### config.mk
export PLATFORM = sky130hd
export DESIGN_NAME = spi_slave_if
export DESIGN_NICKNAME = d
export VERILOG_FILES = /design/src/rtl/spi_pkg.sv /design/src/rtl/spi_tx_shifter.sv /design/src/rtl/spi_slave_if.sv
export SDC_FILE = /design/constraint.sdc
export NUM_CORES = 1
export LEC_CHECK = 0
export ABC_CLOCK_PERIOD_IN_PS = 2100
export BUFFER_PORTS_ARGS = -buffer_cell sky130_fd_sc_hd__buf_2
export CELL_PAD_IN_SITES_DETAIL_PLACEMENT = 0
export CELL_PAD_IN_SITES_GLOBAL_PLACEMENT = 1
export CORE_ASPECT_RATIO = 1.1
export CORE_UTILIZATION = 30
export CTS_CLUSTER_SIZE = 10
export DETAILED_ROUTE_END_ITERATION = 6
export PLACE_DENSITY_LB_ADDON = 0.1
export REMOVE_ABC_BUFFERS = 1
export SLEW_MARGIN = 20
export SYNTH_ARGS = -nofsm -noshare
export SYNTH_HDL_FRONTEND = slang
export SYNTH_HIERARCHICAL = 1
export SYNTH_SLANG_ARGS = --single-unit
### constraint.sdc
create_clock -name clk -period 2.1 [get_ports clk]
set_clock_uncertainty 0.15 [all_clocks]
set_input_delay 0.21 -clock clk [delete_from_list [all_inputs] [get_ports clk]]
set_output_delay 0.21 -clock clk [all_outputs]
set_load 0.02 [all_outputs]
### src/rtl/spi_pkg.sv
// Shared types and constants for the SPI slave front end.
// Frame = {cmd[1:0], payload}; the mode bit preceding it selects the receive state.
package spi_pkg;

  localparam int FRAME_W = 10;

  localparam logic [1:0] CMD_WR_ADDR = 2'b00;
  localparam logic [1:0] CMD_WR_DATA = 2'b01;
  localparam logic [1:0] CMD_RD_ADDR = 2'b10;
  localparam logic [1:0] CMD_RD_DATA = 2'b11;

  typedef enum logic [2:0] {
    IDLE,
    CHK_CMD,
    WRITE,
    READ_ADD,
    READ_DATA
  } spi_state_e;

endpackage

### src/rtl/spi_tx_shifter.sv
// Parallel-load / serial-out MISO shifter, MSB first; MISO is the register MSB.
// One bit per enabled cycle after load; zeros shift in so MISO rests at 0; no backpressure.
module spi_tx_shifter #(
  parameter int W = 8
) (
  input  logic         clk,
  input  logic         rst,
  input  logic         clr,
  input  logic         load,
  input  logic         shift_en,
  input  logic [W-1:0] din,
  output logic         dout,
  output logic         done
);

  logic [W-1:0] sr_q, sr_d;
  logic [3:0]   cnt_q, cnt_d;

  always_comb begin
    sr_d  = sr_q;
    cnt_d = cnt_q;
    if (clr) begin
      sr_d  = '0;
      cnt_d = '0;
    end else if (load) begin
      sr_d  = din;
      cnt_d = 4'(W);
    end else if (shift_en && (cnt_q != 4'd0)) begin
      sr_d  = {sr_q[W-2:0], 1'b0};
      cnt_d = cnt_q - 4'd1;
    end
  end

  always_ff @(posedge clk) begin
    if (rst) begin
      sr_q  <= '0;
      cnt_q <= '0;
    end else begin
      sr_q  <= sr_d;
      cnt_q <= cnt_d;
    end
  end

  assign dout = sr_q[W-1];
  assign done = (cnt_q == 4'd0);

endmodule

### src/rtl/spi_slave_if.sv
// SPI slave: mode bit + 10-bit frame deserialiser with a one-cycle rx_valid, and a
// read-data responder that serialises the RAM byte on MISO; SS_n high aborts any frame.
module spi_slave_if
  import spi_pkg::*;
#(
  parameter int ADDR_SIZE = FRAME_W - 2
) (
  input  logic                 clk,
  input  logic                 rst,
  input  logic                 SS_n,
  input  logic                 MOSI,
  output logic                 MISO,
  output logic [ADDR_SIZE+1:0] rx_data,
  output logic                 rx_valid,
  input  logic [ADDR_SIZE-1:0] tx_data,
  input  logic                 tx_valid
);

  localparam int         FW        = ADDR_SIZE + 2;
  localparam logic [3:0] FRAME_LEN = 4'(FW);
  localparam logic [3:0] LAST_BIT  = 4'(FW - 1);

  spi_state_e      state_q, state_d;
  logic [3:0]      bit_cnt_q, bit_cnt_d;
  logic [FW-2:0]   shift_q, shift_d;
  logic [FW-1:0]   rx_data_q, rx_data_d;
  logic            rx_valid_q, rx_valid_d;
  logic            rd_addr_seen_q, rd_addr_seen_d;
  logic            tx_wait_q, tx_wait_d;

  logic            tx_clr, tx_load, tx_shift, tx_done;

  always_comb begin
    state_d        = state_q;
    bit_cnt_d      = bit_cnt_q;
    shift_d        = shift_q;
    rx_data_d      = rx_data_q;
    rx_valid_d     = 1'b0;
    rd_addr_seen_d = rd_addr_seen_q;
    tx_wait_d      = tx_wait_q;
    tx_clr         = 1'b0;
    tx_load        = 1'b0;
    tx_shift       = 1'b0;

    case (state_q)
      IDLE: begin
        if (!SS_n) state_d = CHK_CMD;
      end
      CHK_CMD: begin
        if (!MOSI)               state_d = WRITE;
        else if (rd_addr_seen_q) state_d = READ_DATA;
        else                     state_d = READ_ADD;
      end
      WRITE, READ_ADD, READ_DATA: begin
        // Once the counter reaches FRAME_LEN the rest of the frame is ignored.
        if (bit_cnt_q < FRAME_LEN) begin
          shift_d   = {shift_q[FW-3:0], MOSI};
          bit_cnt_d = bit_cnt_q + 4'd1;
          if (bit_cnt_q == LAST_BIT) begin
            rx_data_d  = {shift_q, MOSI};
            rx_valid_d = 1'b1;
            if (state_q == READ_ADD)  rd_addr_seen_d = 1'b1;
            if (state_q == READ_DATA) rd_addr_seen_d = 1'b0;
          end
        end
        // The wait for tx_valid opens only after our own rx_valid, so a level
        // still held from an older read cannot be mistaken for the answer.
        if (state_q == READ_DATA) begin
          if (rx_valid_q) begin
            tx_wait_d = 1'b1;
          end else if (tx_wait_q && tx_valid) begin
            tx_load   = 1'b1;
            tx_wait_d = 1'b0;
          end
          tx_shift = !tx_done;
        end
      end
      default: state_d = IDLE;
    endcase

    if (SS_n && (state_q != IDLE)) begin
      state_d        = IDLE;
      bit_cnt_d      = '0;
      shift_d        = '0;
      rx_data_d      = rx_data_q;
      rx_valid_d     = 1'b0;
      rd_addr_seen_d = rd_addr_seen_q;
      tx_wait_d      = 1'b0;
      tx_clr         = 1'b1;
    end
  end

  always_ff @(posedge clk) begin
    if (rst) begin
      state_q        <= IDLE;
      bit_cnt_q      <= '0;
      shift_q        <= '0;
      rx_data_q      <= '0;
      rx_valid_q     <= 1'b0;
      rd_addr_seen_q <= 1'b0;
      tx_wait_q      <= 1'b0;
    end else begin
      state_q        <= state_d;
      bit_cnt_q      <= bit_cnt_d;
      shift_q        <= shift_d;
      rx_data_q      <= rx_data_d;
      rx_valid_q     <= rx_valid_d;
      rd_addr_seen_q <= rd_addr_seen_d;
      tx_wait_q      <= tx_wait_d;
    end
  end

  spi_tx_shifter #(.W(ADDR_SIZE)) u_tx_shifter (
    .clk      (clk),
    .rst      (rst),
    .clr      (tx_clr),
    .load     (tx_load),
    .shift_en (tx_shift),
    .din      (tx_data),
    .dout     (MISO),
    .done     (tx_done)
  );

  assign rx_data  = rx_data_q;
  assign rx_valid = rx_valid_q;

endmodule

==> flow_summary.yaml <==
outcome:
  status: "finished, final reports clean"
cts:
  cts_buffers: 5
  cts_tree: "done"
  clockRootBuffer: "clkbuf_8"
  clk_pin_slew_ns: 0.08
  clock_latency_ns: 0.29
  cts_max_level: 2
  cts_buffer_depth: 2
  numClockSinks: 41
synthesis:
  synth_top_area_share_pct: 44.6
  yosys-top-cells-count: "41 x dfxtp_1, 18 x nand2_1, 18 x nor2_1, 14 x a21oi_1, 11 x mux2i_1"
  synthesis.area_mm2: 0.00184
  ys_ff_latch: 41
  ys_seq_area_share_pct: 44.6
  yosysWarnings: 6
  syn_area_per_cell_um2: 9.59
  synth_edf_count: 0
  synth.area.top_cells: "dfxtp_1 45%, mux2i_1 6.0%, a21boi_2 4.3%"
  synth_flop_cell: "dfxtp_1"
  synth.most_common_cell: "dfxtp_1"
  synth_largest_area_cell: "dfxtp_1"
  synthArstFlopShare_pct: 0
  synthCells: 192
  yosysUniqueCellTypes: 43
sta:
  fin_ws_ns: 0.0937
  hold_viol_final: 0
  setup_viol: 0
  tightest_slew_ns: 0.446
  drv_slew: 0
  final.period_utilization_pct: 95.5
  slew_headroom_pct: 70.3
  fin_setup_tns_ns: 0
  fmax_ghz: 0.498
  fin_crit_ns: 2.01
power_and_ir_drop:
  pwr_density_cell_mw_per_mm2: 688
  power.leakage_nw: 0.996
  vdd_ir_drop_max_v: 0.000331
grt:
  grt_max_degree: 18
  grt_remaining_overflow: 0
  grt_pass1_wl_um: 6800
  grt_antenna_before_repair: 0
  first_global_vias: 1521
  grt_usage_pct: 13.1
floorplanning:
  fp.dieH_um: 84.2
  io-pin-count: 25
  start_util_pct: 31.5
  rows: 29
  die-area_mm2: 0.00645
  fp.coreArea_mm2: 0.00584
  die_w_um: 76.7
worst_setup_path:
  cp_slowest_stage_delay_ns: 0.38
  worst-path-max-fanout: 9
  critPathBufInv: 3
  worst_setup_path_start_kind: "flop"
  criticalPathCategory: "flop to flop"
  r2r_slack_ns: 0.09
  cp.required_ns: 2.13
  arrival_ns: 2.03
  cp.depth: 8
  cp_slowest_cell: "or3b_1"
  endpoint_kind: "flop"
  reg2reg_depth: 8
  path_delay_family: "simple AND/OR/NAND/NOR gates"
  path_cells: "inv_1, ha_1, or3b_1, inv_2, nor3_4, buf_4, and3_1, o311a_1"
job:
  maxCapViolCount: 0
worst_hold_path:
  hold_depth: 3
  min_path_type: "primary input to flop"
drt:
  dr.pass1.iters: 4
  vias_per_cell: 4.85
  drt_iter0_drc: 71
  num_vias: 1480
  wl_um: 3900
  antenna_left: 0
  drc: 0
  drt-wirelength-per-cell_um: 12.8
finish:
  final_nets: 243
  diodes: 0
  drive_above_1_share_pct: 27.6
  areaGrowthSynthToFinish_pct: 21.9
placed_design:
  gp_congestion: 0.728
  place_hpwl_um: 2770
  pre_cts_ws_ns: 0.0655
  io_buffers: 24
## state kept, by name, summed over array words and instances (netlist names)
| name | count |
|---|---|
| rx_data | 10 |
| shift_q | 9 |
| u_tx_shifter/sr_q | 8 |
| bit_cnt_q | 4 |
| u_tx_shifter/cnt_q | 4 |
| state_q | 3 |
| rd_addr_seen_q | 1 |
| rx_valid | 1 |
| tx_wait_q | 1 |
## through the flow
stage	instance area, um2	power, mW	hold slack [ns]	utilization, %	cells
global route	2240	1.62	0.0300	38.4	305
floorplan	1770	0.852	0.129	-	181
CTS	2200	1.57	0.0155	37.7	302
global placement	2070	0.892	0.258	35.4	293
finish	2240	1.54	0.0262	38.4	305
detailed placement	2070	0.894	0.266	35.4	293
## cell usage in the layout, fill, tap and decap left out, drive strengths merged, types with 3 or more instances in the layout
| cell type | count |
|---|---|
| a21boi | 8 |
| a21oi | 14 |
| and3 | 7 |
| buf | 38 |
| clkbuf | 6 |
| dfxtp | 41 |
| ha | 3 |
| inv | 7 |
| mux2i | 11 |
| nand2 | 18 |
| nand2b | 9 |
| nor2 | 18 |
| nor3 | 3 |
| o21ai | 5 |
| o311a | 7 |
## cell families (layout without fill, tap and decap cells)
kind of cell | Yosys count | after routing | share of synthesized area, %
flip-flops | 41 | 41 | 44.6
AND/OR/NAND/NOR | 69 | 69 | 20.1
adder cells (fa/ha/maj) | 3 | 3 | 2.04
AO/OA/AOI/OAI | 46 | 46 | 19.7
XOR/XNOR | 3 | 3 | 1.43
multiplexers | 12 | 12 | 6.59
buffers and inverters | 18 | 54 | 5.51
## layer usage
layer | global-route usage [%] | part of all wire (%) | vias up | routed length (um)
met5 | 0 | 0 | - | 0
met4 | 5.42 | 1.3 | 0 | 51
met3 | 3.04 | 3.4 | 6 | 133
met2 | 23.8 | 51 | 26 | 1990
met1 | 14.4 | 44 | 702 | 1720
li1 | - | - | 746 | -
## final cells by class
class                           count  area [um2]
Tap cell                           77        96.3
Multi-Input combinational cell    133         930
Clock inverter                      2        37.5
Sequential cell                    41         822
Timing Repair Buffer               39         249
Fill cell                         622        3600
Clock buffer                        6        82.6
Inverter                            7        26.3
## path summary, 6_finish.rpt
check                                      startpoint                   end
worst max-delay path            u_tx_shifter/cnt_q[0]  u_tx_shifter/sr_q[6]
worst min-delay path                       tx_data[0]  u_tx_shifter/sr_q[0]
worst max register to register  u_tx_shifter/cnt_q[0]  u_tx_shifter/sr_q[6]
worst min register to register             shift_q[6]            shift_q[7]
## timing repair
action,in CTS,in global routing
hold endpoints to repair,1,0
setup endpoints to repair,0,8
setup buffers,0,2
resized for setup,0,4
hold buffers,1,0
## report_power, final
| group | internal (mW) | switching [mW] |
|---|---|---|
| registers | 0.783 | 0.0105 |
| clock network | 0.387 | 0.281 |
| logic | 0.0343 | 0.0482 |
| total | 1.20 | 0.339 |
## worst register-to-register path, cell delays in order (launching register included)
cell	delay [ns]
dfxtp_2	0.33
inv_1	0.08
ha_1	0.16
or3b_1	0.38
inv_2	0.12
nor3_4	0.06
buf_4	0.17
and3_1	0.17
o311a_1	0.29
(Power assumes the default switching activity.)
